--- src/rtl/rv_pkg.sv ---
// Shared RV32 core definitions: arbiter state encoding and datapath widths.
package rv_pkg;

  localparam int unsigned XLEN = 32;
  localparam int unsigned BE_W = XLEN / 8;

  typedef enum logic [1:0] {
    IDLE   = 2'd0,
    GNT_IF = 2'd1,
    GNT_D  = 2'd2
  } arb_state_t;

endpackage

--- src/rtl/mem_arbiter_if.sv ---
// Requester and memory-side signals of the unified-memory arbiter.
// master = arbiter view, slave = view of the fetch/data stages plus memory.
interface mem_arbiter_if
  import rv_pkg::*;
#(
  parameter int unsigned AW = XLEN,
  parameter int unsigned DW = XLEN
);
  localparam int unsigned BW = DW / 8;

  // fetch requester
  logic          if_req;
  logic [AW-1:0] if_addr;
  logic [DW-1:0] if_rdata;
  logic          if_valid;

  // data requester
  logic          d_req;
  logic          d_we;
  logic [AW-1:0] d_addr;
  logic [DW-1:0] d_wdata;
  logic [BW-1:0] d_be;
  logic [DW-1:0] d_rdata;
  logic          d_valid;

  // status
  logic          bus_err;
  logic          stall;

  // memory port
  logic          mem_req;
  logic          mem_we;
  logic [AW-1:0] mem_addr;
  logic [DW-1:0] mem_wdata;
  logic [BW-1:0] mem_be;
  logic          mem_ready;
  logic [DW-1:0] mem_rdata;

  modport master (
    input  if_req, if_addr,
    input  d_req, d_we, d_addr, d_wdata, d_be,
    input  mem_ready, mem_rdata,
    output if_rdata, if_valid,
    output d_rdata, d_valid,
    output bus_err, stall,
    output mem_req, mem_we, mem_addr, mem_wdata, mem_be
  );

  modport slave (
    output if_req, if_addr,
    output d_req, d_we, d_addr, d_wdata, d_be,
    output mem_ready, mem_rdata,
    input  if_rdata, if_valid,
    input  d_rdata, d_valid,
    input  bus_err, stall,
    input  mem_req, mem_we, mem_addr, mem_wdata, mem_be
  );

endinterface

--- src/rtl/arb_timeout_ctr.sv ---
// Wait-state counter for the memory arbiter; expired holds once TIMEOUT
// stalled grant cycles have been counted, until the next clear.
module arb_timeout_ctr #(
  parameter int unsigned TIMEOUT = 16
) (
  input  logic clk,
  input  logic rst,
  input  logic clr,
  input  logic en,
  output logic expired
);

  localparam int unsigned CNT_W = $clog2(TIMEOUT + 1);

  logic [CNT_W-1:0] cnt_q;

  always_ff @(posedge clk or negedge rst) begin
    if (!rst) begin
      cnt_q <= '0;
    end else if (clr) begin
      cnt_q <= '0;
    end else if (en && !expired) begin
      cnt_q <= cnt_q + CNT_W'(1);
    end
  end

  assign expired = (cnt_q == CNT_W'(TIMEOUT));

endmodule

--- src/rtl/mem_arbiter.sv ---
// Single-port memory arbiter sharing unified memory between IF and D stages.
// Optional wait-state abort enabled with `define ARB_TIMEOUT_EN.
module mem_arbiter
  import rv_pkg::*;
#(
  parameter int unsigned AW = XLEN,
  parameter int unsigned DW = XLEN
`ifdef ARB_TIMEOUT_EN
  ,
  parameter int unsigned TIMEOUT = 16
`endif
) (
  input logic           clk,
  input logic           rst,
  mem_arbiter_if.master bus
);

  localparam int unsigned BW = DW / 8;

  arb_state_t    state_q;
  arb_state_t    state_d;
  logic          grant_c;
  logic          done_c;
  logic          timeout_c;

  logic          if_valid_c;
  logic          d_valid_c;
  logic [DW-1:0] if_rdata_c;
  logic [DW-1:0] d_rdata_c;
  logic          bus_err_c;
  logic          stall_c;

  logic          mem_req_q;
  logic          mem_we_q;
  logic [AW-1:0] mem_addr_q;
  logic [DW-1:0] mem_wdata_q;
  logic [BW-1:0] mem_be_q;

`ifdef ARB_TIMEOUT_EN
  logic expired_c;
  logic ctr_clr_c;
  logic ctr_en_c;

  // counter restarts on every grant and stays clear while idle
  assign ctr_clr_c = grant_c || (state_q == IDLE);
  assign ctr_en_c  = (state_q != IDLE) && !bus.mem_ready;

  arb_timeout_ctr #(
    .TIMEOUT (TIMEOUT)
  ) u_timeout_ctr (
    .clk     (clk),
    .rst     (rst),
    .clr     (ctr_clr_c),
    .en      (ctr_en_c),
    .expired (expired_c)
  );

  // a ready arriving together with expiry wins as a normal completion
  assign timeout_c = (state_q != IDLE) && expired_c && !bus.mem_ready;
`else
  assign timeout_c = 1'b0;
`endif

  assign done_c = (state_q != IDLE) && (bus.mem_ready || timeout_c);

  // state register
  always_ff @(posedge clk or negedge rst) begin
    if (!rst) begin
      state_q <= IDLE;
    end else begin
      state_q <= state_d;
    end
  end

  // next state: D beats IF; the requester just finished sits out this edge
  always_comb begin
    state_d = state_q;
    grant_c = 1'b0;
    case (state_q)
      IDLE: begin
        if (bus.d_req) begin
          state_d = GNT_D;
        end else if (bus.if_req) begin
          state_d = GNT_IF;
        end
      end
      GNT_IF: begin
        if (done_c) begin
          state_d = bus.d_req ? GNT_D : IDLE;
        end
      end
      GNT_D: begin
        if (done_c) begin
          state_d = bus.if_req ? GNT_IF : IDLE;
        end
      end
      default: begin
        state_d = IDLE;
      end
    endcase
    grant_c = (state_d != IDLE) && ((state_q == IDLE) || done_c);
  end

  // completion outputs and pipeline stall
  always_comb begin
    if_valid_c = 1'b0;
    d_valid_c  = 1'b0;
    if_rdata_c = '0;
    d_rdata_c  = '0;
    bus_err_c  = 1'b0;
    stall_c    = 1'b0;
    if (done_c) begin
      if_valid_c = (state_q == GNT_IF);
      d_valid_c  = (state_q == GNT_D);
      bus_err_c  = timeout_c;
      if (bus.mem_ready) begin
        if_rdata_c = (state_q == GNT_IF) ? bus.mem_rdata : '0;
        d_rdata_c  = (state_q == GNT_D)  ? bus.mem_rdata : '0;
      end
    end
    stall_c = (bus.if_req && !if_valid_c) || (bus.d_req && !d_valid_c);
  end

  // memory attributes latched at grant, held until completion
  always_ff @(posedge clk or negedge rst) begin
    if (!rst) begin
      mem_req_q   <= 1'b0;
      mem_we_q    <= 1'b0;
      mem_addr_q  <= '0;
      mem_wdata_q <= '0;
      mem_be_q    <= '0;
    end else begin
      mem_req_q <= (state_d != IDLE);
      if (grant_c) begin
        if (state_d == GNT_D) begin
          mem_we_q    <= bus.d_we;
          mem_addr_q  <= bus.d_addr;
          mem_wdata_q <= bus.d_wdata;
          mem_be_q    <= bus.d_be;
        end else begin
          mem_we_q    <= 1'b0;
          mem_addr_q  <= bus.if_addr;
          mem_wdata_q <= '0;
          mem_be_q    <= '0;
        end
      end
    end
  end

  assign bus.if_valid  = if_valid_c;
  assign bus.if_rdata  = if_rdata_c;
  assign bus.d_valid   = d_valid_c;
  assign bus.d_rdata   = d_rdata_c;
  assign bus.bus_err   = bus_err_c;
  assign bus.stall     = stall_c;
  assign bus.mem_req   = mem_req_q;
  assign bus.mem_we    = mem_we_q;
  assign bus.mem_addr  = mem_addr_q;
  assign bus.mem_wdata = mem_wdata_q;
  assign bus.mem_be    = mem_be_q;

endmodule

--- src/flat_wrapper.sv ---
// flat-port wrapper written by rule: the top's interface ports become plain ports
module mem_arbiter_flat import rv_pkg::*;
#(
  parameter int unsigned AW = XLEN,
  parameter int unsigned DW = XLEN

)
  (clk, rst, bus_if_req, bus_if_addr, bus_d_req, bus_d_we, bus_d_addr, bus_d_wdata, bus_d_be, bus_mem_ready, bus_mem_rdata, bus_if_rdata, bus_if_valid, bus_d_rdata, bus_d_valid, bus_bus_err, bus_stall, bus_mem_req, bus_mem_we, bus_mem_addr, bus_mem_wdata, bus_mem_be);
  mem_arbiter_if #(.AW(AW), .DW(DW)) bus_i ();
  input logic clk;
  input logic rst;
  input wire logic [$bits(bus_i.if_req)-1:0] bus_if_req;
  input wire logic [$bits(bus_i.if_addr)-1:0] bus_if_addr;
  input wire logic [$bits(bus_i.d_req)-1:0] bus_d_req;
  input wire logic [$bits(bus_i.d_we)-1:0] bus_d_we;
  input wire logic [$bits(bus_i.d_addr)-1:0] bus_d_addr;
  input wire logic [$bits(bus_i.d_wdata)-1:0] bus_d_wdata;
  input wire logic [$bits(bus_i.d_be)-1:0] bus_d_be;
  input wire logic [$bits(bus_i.mem_ready)-1:0] bus_mem_ready;
  input wire logic [$bits(bus_i.mem_rdata)-1:0] bus_mem_rdata;
  output wire logic [$bits(bus_i.if_rdata)-1:0] bus_if_rdata;
  output wire logic [$bits(bus_i.if_valid)-1:0] bus_if_valid;
  output wire logic [$bits(bus_i.d_rdata)-1:0] bus_d_rdata;
  output wire logic [$bits(bus_i.d_valid)-1:0] bus_d_valid;
  output wire logic [$bits(bus_i.bus_err)-1:0] bus_bus_err;
  output wire logic [$bits(bus_i.stall)-1:0] bus_stall;
  output wire logic [$bits(bus_i.mem_req)-1:0] bus_mem_req;
  output wire logic [$bits(bus_i.mem_we)-1:0] bus_mem_we;
  output wire logic [$bits(bus_i.mem_addr)-1:0] bus_mem_addr;
  output wire logic [$bits(bus_i.mem_wdata)-1:0] bus_mem_wdata;
  output wire logic [$bits(bus_i.mem_be)-1:0] bus_mem_be;
  assign bus_i.if_req = bus_if_req;
  assign bus_i.if_addr = bus_if_addr;
  assign bus_i.d_req = bus_d_req;
  assign bus_i.d_we = bus_d_we;
  assign bus_i.d_addr = bus_d_addr;
  assign bus_i.d_wdata = bus_d_wdata;
  assign bus_i.d_be = bus_d_be;
  assign bus_i.mem_ready = bus_mem_ready;
  assign bus_i.mem_rdata = bus_mem_rdata;
  assign bus_if_rdata = bus_i.if_rdata;
  assign bus_if_valid = bus_i.if_valid;
  assign bus_d_rdata = bus_i.d_rdata;
  assign bus_d_valid = bus_i.d_valid;
  assign bus_bus_err = bus_i.bus_err;
  assign bus_stall = bus_i.stall;
  assign bus_mem_req = bus_i.mem_req;
  assign bus_mem_we = bus_i.mem_we;
  assign bus_mem_addr = bus_i.mem_addr;
  assign bus_mem_wdata = bus_i.mem_wdata;
  assign bus_mem_be = bus_i.mem_be;
  mem_arbiter #(.AW(AW), .DW(DW)) u_core (.clk(clk), .rst(rst), .bus(bus_i));
endmodule
--- config.mk ---
export PLATFORM = sky130hd
export DESIGN_NAME = mem_arbiter_flat
export DESIGN_NICKNAME = d
export VERILOG_FILES = /design/src/rtl/rv_pkg.sv /design/src/rtl/mem_arbiter_if.sv /design/src/rtl/arb_timeout_ctr.sv /design/src/rtl/mem_arbiter.sv /design/src/flat_wrapper.sv
export SDC_FILE = /design/constraint.sdc
export NUM_CORES = 1
export LEC_CHECK = 0
export ABC_AREA = 1
export BUFFER_PORTS_ARGS = -buffer_cell sky130_fd_sc_hd__buf_2
export CORE_AREA = 2 2 108 110
export CTS_BUF_LIST = sky130_fd_sc_hd__clkbuf_2 sky130_fd_sc_hd__clkbuf_4 sky130_fd_sc_hd__clkbuf_8
export DETAILED_ROUTE_END_ITERATION = 7
export DIE_AREA = 0 0 110 112
export PLACE_DENSITY = 0.68
export REMOVE_ABC_BUFFERS = 1
export SYNTH_ARGS = -nofsm -noshare
export SYNTH_HDL_FRONTEND = slang
export SYNTH_SLANG_ARGS = --single-unit
export TNS_END_PERCENT = 10
--- constraint.sdc ---
create_clock -name clk -period 3.7 [get_ports clk]
set_input_delay 0.37 -clock clk [delete_from_list [all_inputs] [get_ports clk]]
set_output_delay 0.37 -clock clk [all_outputs]
set_load 0.05 [all_outputs]
==> out/qor.csv, run 1 <==
stage;metric;value;unit
outcome;outcome;finished, final reports clean;
die;dieArea;12300;um2
worst_setup_path;critical_path_required;3.33;ns
route;route.detailed.drc;0;
power;leakagePower;3.49;nW
cts;holdBufCountCts;0;
cts;cts_tree;done;
global_routing;grt_pass1_vias;3803;
timing;period_minus_slack;2.68;ns
power;seqPwrFrac;25.6;%
power;clkPwrFrac;10.2;%
route;via_per_inst;4.26;
cts;htreeDepth;3;
finish;area_growth;45.0;%
timing;finalHoldViolCount;0;
timing;grt_setup_unrepaired;no;
finish;drive_gt1_share;38.1;%
global_routing;grt.met1_usage;21.9;%
global_routing;use_met2;30.2;%
logic_synthesis;yosysWarnings;0;
power;p_int;2.15;mW
finish;diodes;0;
logic_synthesis;synth_area;3620;um2
cts;path_clk_slew;0.08;ns
route;final_antenna_net_count;0;
place;port_buffers;274;
die;io_pins;276;
timing;relSlewSlack;31.5;%
timing;setup_tns;0;ns
route;via_count;3994;
worst_setup_path;cp_max_fo;33;
power;powerDensity;1010;nW/um2
finish;nets;928;
power;comb_power_share;64.1;%
die;fp-row-count;39;
cts;clkLatencyLatePin;0.34;ns
route;drt_wl_total;10800;um
place;gp_congestion;0.816;
global_routing;use_met3;4.68;%
route;firstDrtPassIters;4;
power;switchingPower;3.18;mW
timing;post-route-period-util;72.6;%
timing;maxSlewViolCount;0;
finish;final_common_cell;nand2_1;
logic_synthesis;synth_cell_types;17;
worst_setup_path;endpoint_kind;output port;
die;die_y;112;um
global_routing;busiest_layer;met2;
die;core_area;11200;um2
worst_setup_path;startpoint_type;flop;
cts;clockBufferDepth;2;
power;ir_worst_vdd;0.512;mV
global_routing;grt-ovfl-total;0;
power;switching_share;59.7;%
timing;max_freq;372;MHz
timing;worst_clock_skew;0.00906;ns
logic_synthesis;ys_seq_area_share;49.7;%
cts;cts_setup_buffers;0;
global_routing;grt_usage;17.8;%
logic_synthesis;yosys_register_bits;72;
die;start_util;32.4;%
finish;final_cell_mix;nand2_1, buf_2, dfrtp_1;
cts;cts_sinks;72;
finish;fillCellCount;1189;
timing;setup_viol;0;
worst_hold_path;hold_path.class;primary input to asynchronous set/reset pin;
timing;tightest_slew;1.02;ns
global_routing;grt_pass1_wl;17600;um
global_routing;antenna_found_initial;0;
worst_setup_path;crit_type;flop to output port;
cts;cts_buffers;9;
logic_synthesis;synthesis.instances;529;
worst_setup_path;worst_ep_arrival_time;2.31;ns
place;place_hpwl;8000;um
logic_synthesis;avgSynthCellArea;6.85;um2
route;detail_route.wl_per_cell;11.5;um
global_routing;grt_max_degree;73;
run;drv_cap;0;
route;drt-initial-drc-count;269;
cts;ctsResizeCount;0;
cts;ctsRootBufferMaster;clkbuf_8;
die;die_width;110;um
timing;fin_hold_ws;0.143;ns
[metal layers]
metal	wire [um]	vias to the layer above
li1	-	2093
met1	4690	1749
met2	5070	142
met3	951	10
met4	99	0
met5	0	-
[worst max-delay path, stage by stage (launching register included)]
cell and delay (ns):
dfrtp_1 0.45, inv_2 0.11, nor2_1 0.04, nand2_1 0.75, inv_1 0.18, o22ai_1 0.15
buf_2 0.29
[flip-flops by register name, indices dropped and copies added, names as in the netlist]
name	count
u_core.bus.mem_req	1
u_core.bus.mem_we	1
u_core.bus.mem_be	4
u_core.bus.mem_addr	32
u_core.bus.mem_wdata	32
u_core.state_q	2
[path summary, 6_finish.rpt]
| check | depth (start not counted) | slack (ns) | startpoint | to |
|---|---|---|---|---|
| setup / recovery | 6 | 1.02 | u_core.state_q[1] | bus_stall |
| hold / removal | 1 | 0.14 | rst | u_core.bus.mem_wdata[21] |
| setup reg to reg | 10 | 1.39 | u_core.state_q[1] | u_core.bus.mem_wdata[6] |
| hold reg to reg | 2 | 0.47 | u_core.bus.mem_addr[11] | u_core.bus.mem_addr[11] |
| max in group asynchronous | 1 | 2.98 | rst | u_core.bus.mem_addr[25] |
| min in group clk | 3 | 0.23 | bus_d_wdata[10] | u_core.bus.mem_wdata[10] |
[cell type report]
class / instances / area (um2) / share of cell area [%]
sequential: 72 / 1800 / 34.3
clock inverter: 7 / 47.5 / 0.905
clock buffer: 9 / 124 / 2.36
multi-input combinational: 387 / 1530 / 29.0
inverter: 41 / 154 / 2.93
tap: 143 / 179 / 3.40
timing repair buffer: 279 / 1420 / 27.1
[synthesized netlist by cell type]
| library cell | count | share of area, % |
|---|---|---|
| nand4_2 | 1 | 0.35 |
| inv_1 | 37 | 3.8 |
| nand3_2 | 1 | 0.28 |
| clkbuf_1 | 13 | 1.3 |
| nand2_2 | 1 | 0.17 |
| nand2_1 | 277 | 29 |
| nor2_1 | 67 | 6.9 |
| o21ai_1 | 2 | 0.28 |
| buf_4 | 5 | 1.0 |
| inv_2 | 4 | 0.41 |
| buf_2 | 10 | 1.4 |
| buf_6 | 1 | 0.31 |
| dfrtp_1 | 72 | 50 |
| o22ai_1 | 1 | 0.17 |
| nand4_1 | 1 | 0.17 |
| conb_1 | 1 | 0.10 |
| nand3_1 | 35 | 4.8 |
[cells by family (layout without fill, tap and decap cells)]
logic type | count (synthesis) | after routing | synth area share [%]
buffers and inverters | 70 | 336 | 8.32
DFF | 72 | 72 | 49.7
and+or+nand+nor | 383 | 383 | 41.4
other | 1 | 1 | 0.103
AOI/OAI and AO/OA | 3 | 3 | 0.449
[metrics by stage]
step	worst slack (ns)	power, mW	cells	area (um2)	utilization [%]
detailed placement	1.28	4.85	922	5080	45.5
global route	0.765	5.75	938	5260	47.0
global placement	1.30	4.81	922	5080	45.5
floorplan	0.886	3.91	500	3480	-
finish	1.02	5.33	938	5260	47.0
CTS	0.993	5.40	938	5260	47.0
[power by group through the flow]
stage	registers (mW)	clock network [mW]	logic [mW]
CTS	1.37	0.569	3.47
detailed placement	1.38	0	3.47
global placement	1.39	0	3.43
finish	1.37	0.545	3.42
floorplan	2.64	0	1.27
global route	1.42	0.608	3.72
Power figures use the tool's default switching activity.
==> run 2, diff against run 1 <==
Settings changed: CORE_AREA 2 2 108 110 to 2 2 106 108, DIE_AREA 0 0 110 112 to 0 0 108 110, PLACE_DENSITY 0.68 to 0.7.
Clock period 3.7 ns to 2.7 ns, I/O delays scaled along.
==> out/qor.csv, run 2 (same netlist as run 1, synthesis figures left out) <==
stage;metric;value;unit;change
outcome;outcome;finished, final reports clean;;
cts;htreeDepth;3;;unchanged
finish;final_cell_mix;nand2_1, buf_2, dfrtp_1;;
finish;final_common_cell;nand2_1;;
global_routing;grt-ovfl-total;0;;unchanged
cts;cts_sinks;72;;unchanged
power;p_int;3.08;mW;+44%
place;port_buffers;274;;unchanged
route;drt-initial-drc-count;183;;-32%
cts;ctsRootBufferMaster;clkbuf_8;;
finish;diodes;0;;unchanged
finish;fillCellCount;1160;;-2.4%
power;switchingPower;4.42;mW;+39%
worst_setup_path;crit_type;flop to output port;;
timing;worst_clock_skew;0.00677;ns;-0.00228 ns
global_routing;grt_pass1_wl;17600;um;+0.27%
route;highest_layer;met4;;
global_routing;antenna_found_initial;0;;unchanged
worst_setup_path;endpoint_kind;output port;;
route;wl_met3;956;um;+0.53%
route;via_per_inst;4.31;;+1.3%
timing;relSlewSlack;39.4;%;+7.8 points
power;clkPwrFrac;12.1;%;+1.9 points
timing;maxSlewViolCount;0;;unchanged
place;place_hpwl;8620;um;+7.7%
route;wl_met2;5120;um;+1.1%
route;route.detailed.drc;0;;unchanged
worst_setup_path;worst_ep_arrival_time;1.84;ns;-0.47 ns
global_routing;grt_pass1_vias;3446;;-9.4%
timing;post-route-period-util;78.0;%;
cts;cts_buffers;9;;unchanged
place;place_area;5090;um2;+0.22%
worst_setup_path;critical_path_required;2.43;ns;-0.90 ns
die;dieArea;11900;um2;-3.6%
timing;setup_tns;0;ns;unchanged
place;pre_cts_ws;0.749;ns;-0.533 ns
power;switching_share;58.9;%;-0.82 points
finish;stdcell_area;5310;um2;+1.0%
die;die_y;110;um;-1.8%
route;wl_met1;5220;um;+11%
die;fp-row-count;38;;-2.6%
route;firstDrtPassIters;4;;unchanged
cts;path_clk_slew;0.09;ns;about the same
cts;ctsResizeCount;0;;unchanged
timing;period_minus_slack;2.11;ns;
power;p_total;7.50;mW;+41%
place;gp_congestion;0.814;;-0.18%
worst_setup_path;reg2reg_from;u_core.state_q[1];;
cts;holdBufCountCts;0;;unchanged
timing;worst_slack;0.594;ns;-0.421 ns
timing;finalHoldViolCount;0;;unchanged
route;detail_route.wl_per_cell;12.2;um;+5.8%
cts;cts_setup_buffers;0;;unchanged
power;powerDensity;1410;nW/um2;+39%
timing;tightest_slew;0.910;ns;-0.115 ns
power;seqPwrFrac;24.8;%;-0.8 points
timing;max_freq;475;MHz;
route;via_count;4043;;+1.2%
die;die_width;108;um;-1.8%
power;ir_worst_vdd;0.704;mV;+37%
route;drt_wl_total;11400;um;+5.7%
power;comb_power_share;63.1;%;-1.0 points
worst_hold_path;hold_path.class;primary input to asynchronous set/reset pin;;
worst_setup_path;startpoint_type;flop;;
worst_setup_path;cp_max_fo;33;;unchanged
worst_setup_path;r2r_cells;8;;-2
global_routing;grt_usage;18.9;%;+1.0 points
cts;clkLatencyLatePin;0.34;ns;about the same
worst_setup_path;worstReg2RegEnd;u_core.bus.mem_wdata[24];;
power;leakagePower;3.52;nW;+0.94%
route;final_antenna_net_count;0;;unchanged
finish;nets;930;;+0.22%
run;drv_cap;0;;unchanged
global_routing;grt_max_degree;73;;unchanged
cts;cts_tree;done;;
timing;grt_setup_unrepaired;no;;
worst_setup_path;r2r_slack;0.79;ns;-0.60 ns
die;core_area;10700;um2;-4.3%
timing;setup_viol;0;;unchanged
cts;clockBufferDepth;2;;unchanged
die;start_util;33.9;%;+1.4 points
finish;area_growth;46.5;%;
die;io_pins;276;;unchanged
finish;drive_gt1_share;38.3;%;+0.16 points
-- run 2: cell types whose count changed in the layout (fill, tap and decap cells not counted), sizes merged --
cell,change
clkinv,-1
clkbuf,+1
clkinvlp,-2
buf,+2
inv,+1
bufinv,+1
-- run 2: worst max-delay path by stage --
stage / start / endpoint / slack, ns / cells past startpoint
2_1_floorplan: u_core.state_q[1] / u_core.bus.mem_addr[0] / -0.11 / 4
3_3_place_gp: u_core.state_q[1] / u_core.bus.mem_addr[18] / 0.79 / 8
3_5_place_dp: u_core.state_q[1] / u_core.bus.mem_wdata[24] / 0.75 / 8
4_1_cts: u_core.state_q[1] / bus_stall / 0.56 / 7
5_1_grt: u_core.state_q[0] / bus_if_rdata[19] / 0.43 / 6
6_report: u_core.state_q[1] / bus_stall / 0.59 / 7
-- run 2: worst max-delay path: stages (launching register included) --
cell and delay, ns:
dfrtp_1 0.45, inv_2 0.11, nor2_1 0.04, nand2_1 0.06
buf_4 0.31, inv_1 0.10, o22ai_1 0.14, buf_2 0.30
-- run 2: routing by layer --
layer,vias to the layer above,track usage [%]
li1,2105,-
met1,1773,25.8
met2,153,29.5
met3,12,5.06
met4,0,5.40
met5,-,0
-- run 2: power groups by stage --
stage	combinational, mW	clock (mW)	sequential (mW)
after floorplan	1.74	0	3.62
after global placement	4.77	0	1.87
after detailed placement	4.80	0	1.88
after CTS	4.80	0.936	1.87
after global routing	5.12	0.996	1.93
final	4.73	0.907	1.86
-- run 2: area by class of cell --
class	count	area [um2]	area share [%]
clock inverter	6	76.3	1.44
sequential	72	1800	33.9
inverter	41	154	2.90
timing repair buffer	281	1440	27.1
multi-input combinational	387	1530	28.7
clock buffer	10	138	2.59
tap	140	175	3.30
-- run 2: per-stage QoR --
stage | utilization, % | instances | hold WS (ns)
detailed placement | 47.6 | 921 | 0.453
CTS | 49.6 | 937 | 0.0756
finish | 49.6 | 937 | 0.0559
floorplan | - | 500 | -0.0256
global placement | 47.6 | 921 | 0.449
global route | 49.6 | 937 | 0.0995
==> run 3, diff against run 2 <==
Settings changed: ABC_AREA 1 to 0, CORE_AREA 2 2 106 108 to 2 2 107 109, DIE_AREA 0 0 108 110 to 0 0 109 111.
Clock period 2.7 ns to 1.7 ns, I/O delays scaled along.
==> out/qor.csv, run 3 <==
stage;metric;value;unit;change
logic_synthesis;synth_top_flop_cell;dfrtp_1;;
timing;fin_hold_ws;0.0372;ns;-0.0187 ns
logic_synthesis;yosysWarnings;0;;unchanged
timing;maxSlewViolCount;0;;unchanged
power;powerDensity;1680;nW/um2;+19%
global_routing;grt_pass1_vias;3354;;-2.7%
timing;finalHoldViolCount;0;;unchanged
route;drt-initial-drc-count;149;;-19%
cts;cts_buffers;9;;unchanged
route;via_count;3347;;-17%
place;gp_congestion;0.774;;-5.0%
die;start_util;31.7;%;-2.2 points
timing;grt_setup_unrepaired;yes;;
worst_setup_path;crit_type;flop to output port;;
cts;ctsRootBufferMaster;clkbuf_8;;
die;die_y;111;um;+0.91%
worst_setup_path;r2r_cells;5;;-3
run;drv_cap;0;;unchanged
route;via_per_inst;4.67;;+8.2%
logic_synthesis;synthesis.instances;279;;-47%
timing;worst_clock_skew;0.00540;ns;-0.00138 ns
worst_setup_path;r2r_slack;-0.14;ns;-0.93 ns
place;port_buffers;274;;unchanged
worst_hold_path;hold_end;u_core.bus.mem_wdata[19];;
route;firstDrtPassIters;4;;unchanged
worst_setup_path;endpoint_kind;output port;;
finish;area_growth;76.9;%;
logic_synthesis;yosys_register_bits;72;;unchanged
global_routing;grt_usage;18.1;%;-0.75 points
finish;stdcell_area;6220;um2;+17%
logic_synthesis;avgSynthCellArea;12.6;um2;+84%
place;placed_cells;690;;-25%
cts;cts_tree;done;;
outcome;outcome;complete, but fails checks;;
global_routing;grt_max_degree;44;;-40%
timing;period_minus_slack;1.87;ns;
cts;clockBufferDepth;2;;unchanged
worst_setup_path;cp_max_fo;8;;-76%
global_routing;grt-ovfl-total;0;;unchanged
cts;htreeDepth;3;;unchanged
logic_synthesis;yosys.area.top_type;dfrtp_1;;
worst_setup_path;reg2reg_from;u_core.state_q[0];;
worst_setup_path;cpMaxStageDelayCell;dfrtp_1;;
worst_setup_path;path_common_cell;buf_4;;
route;drt_wl_total;12000;um;+5.2%
worst_setup_path;max_stage_delay;0.39;ns;-0.06 ns
worst_setup_path;cp_cell_sequence;buf_4 -> nand2b_4 -> nor2_4 -> buf_6 -> clkbuf_16 -> o22ai_1 -> buf_4;;
finish;final_cell_mix;buf_2, dfrtp_1, a22o_1, mux2_2, buf_6;;
logic_synthesis;synthTopCellsByArea;dfrtp_1, mux2_2, and2_1;;
finish;finalNonFillerCells;717;;-23%
die;io_pins;276;;unchanged
worst_setup_path;crit_buf_inv;4;;unchanged
power;ir_worst_vdd;1.03;mV;+46%
logic_synthesis;synth_cell_types;24;;+7
logic_synthesis;synth_top_area_share;51.3;%;+1.6 points
die;dieArea;12100;um2;+1.8%
finish;final_common_cell;buf_2;;
worst_setup_path;critical-path-top-delay-family;buffers and inverters;;
timing;max_freq;536;MHz;
worst_hold_path;hold_path.class;primary input to flop;;
cts;path_clk_slew;0.08;ns;about the same
timing;post-route-period-util;110;%;
finish;nets;705;;-24%
logic_synthesis;synth_edf_count;0;;unchanged
place;place_hpwl;8350;um;-3.2%
outcome;violations;negative setup slack;;
worst_hold_path;min_from;bus_d_wdata[19];;
timing;setup_viol;88;;+88
worst_setup_path;critical_path_required;1.53;ns;-0.90 ns
global_routing;grt_pass1_wl;16800;um;-4.7%
timing;setup_tns;-8.14;ns;-8.14 ns
power;p_total;10.4;mW;+39%
die;fp-row-count;39;;+2.6%
worst_hold_path;holdPathStages;2;;
route;detail_route.wl_per_cell;16.8;um;+38%
die;die_width;109;um;+0.93%
cts;cts_sinks;72;;unchanged
worst_setup_path;startpoint_type;flop;;
timing;worst_slack;-0.167;ns;-0.761 ns
cts;clkLatencyLatePin;0.34;ns;about the same
finish;drive_gt1_share;72.4;%;+34 points
logic_synthesis;post-synth-top-count-cell;dfrtp_1;;
worst_setup_path;worstReg2RegEnd;u_core.bus.mem_addr[14];;
global_routing;antenna_found_initial;2;;+2
worst_setup_path;worst_ep_arrival_time;1.70;ns;-0.14 ns
power;leakagePower;3.23;nW;-8.4%
logic_synthesis;synth_area;3510;um2;-3.1%
logic_synthesis;synth-async-reset-ratio;100;%;unchanged
route;final_antenna_net_count;0;;unchanged
route;route.detailed.drc;0;;unchanged
logic_synthesis;synth_common_cells;dfrtp_1, and2_1, mux2_2, a22o_1, mux2_1;;
die;core_area;11100;um2;+3.5%
logic_synthesis;ys_seq_area_share;51.3;%;+1.6 points
place;place_area;5180;um2;+1.6%
run 3: worst reg2reg max path, cell delays in order, from the launching register on:
cell,delay (ns)
dfrtp_1,0.39
nor2b_2,0.18
a211oi_4,0.29
buf_12,0.24
mux2_2,0.37
mux2_2,0.26
run 3: repair_timing:
item | CTS | global route
setup endpoints to repair | 133 | 133
hold endpoints to repair | 29 | 1
hold buffers | 1 | 1
gates resized for setup | 135 | 92
cloned | 1 | 2
buffers inserted | 3 | 1
pin swaps | 1 | 27
run 3: worst max-delay path by stage:
| stage | from | to | depth (start not counted) |
|---|---|---|---|
| final | u_core.state_q[0] | bus_stall | 7 |
| after global routing | u_core.state_q[1] | bus_if_rdata[2] | 7 |
| after CTS | u_core.state_q[1] | bus_if_rdata[2] | 7 |
| after detailed placement | u_core.state_q[0] | u_core.bus.mem_addr[26] | 5 |
| after global placement | u_core.state_q[1] | u_core.bus.mem_addr[26] | 5 |
| after floorplan | u_core.state_q[1] | u_core.bus.mem_addr[0] | 4 |
run 3: power breakdown:
part           internal [mW]  total [mW]  leakage, nW  switching [mW]
registers               2.39        2.73        0.893           0.346
logic                   2.17        6.45         2.25            4.28
clock network          0.541        1.23       0.0862           0.693
total                   5.10        10.4         3.23            5.32
run 3: final cells by class:
type | count | area [um2]
fill | 908 | 4860
tap | 143 | 179
multi-input combinational | 182 | 1770
clock inverter | 7 | 55.1
timing repair buffer | 299 | 2270
sequential | 72 | 1800
clock buffer | 9 | 124
antenna | 2 | 5.00
inverter | 3 | 11.3
run 3: metrics by stage:
stage	setup WS (ns)	utilization (%)
2_1_floorplan	-1.23	-
3_3_place_gp	-0.0470	46.7
3_5_place_dp	-0.0911	46.7
4_1_cts	-0.184	52.6
5_1_grt	-0.229	56.1
6_report	-0.167	56.1
run 3: per-layer routing:
metal / share of wire, % / vias up / GRT usage [%]
met5: 0 / - / 0
met4: 1.7 / 0 / 5.13
met3: 7.9 / 18 / 4.94
met2: 54 / 175 / 34.8
met1: 36 / 1604 / 18.6
li1: - / 1550 / -
run 3: kinds of logic after synthesis:
kind of cell	Yosys count	synth area share (%)
AND/OR/NAND/NOR	74	13.1
flip-flops	72	51.3
multiplexers	64	20.5
AO/OA/AOI/OAI	43	10.9
buffers and inverters	25	4.02
other	1	0.107
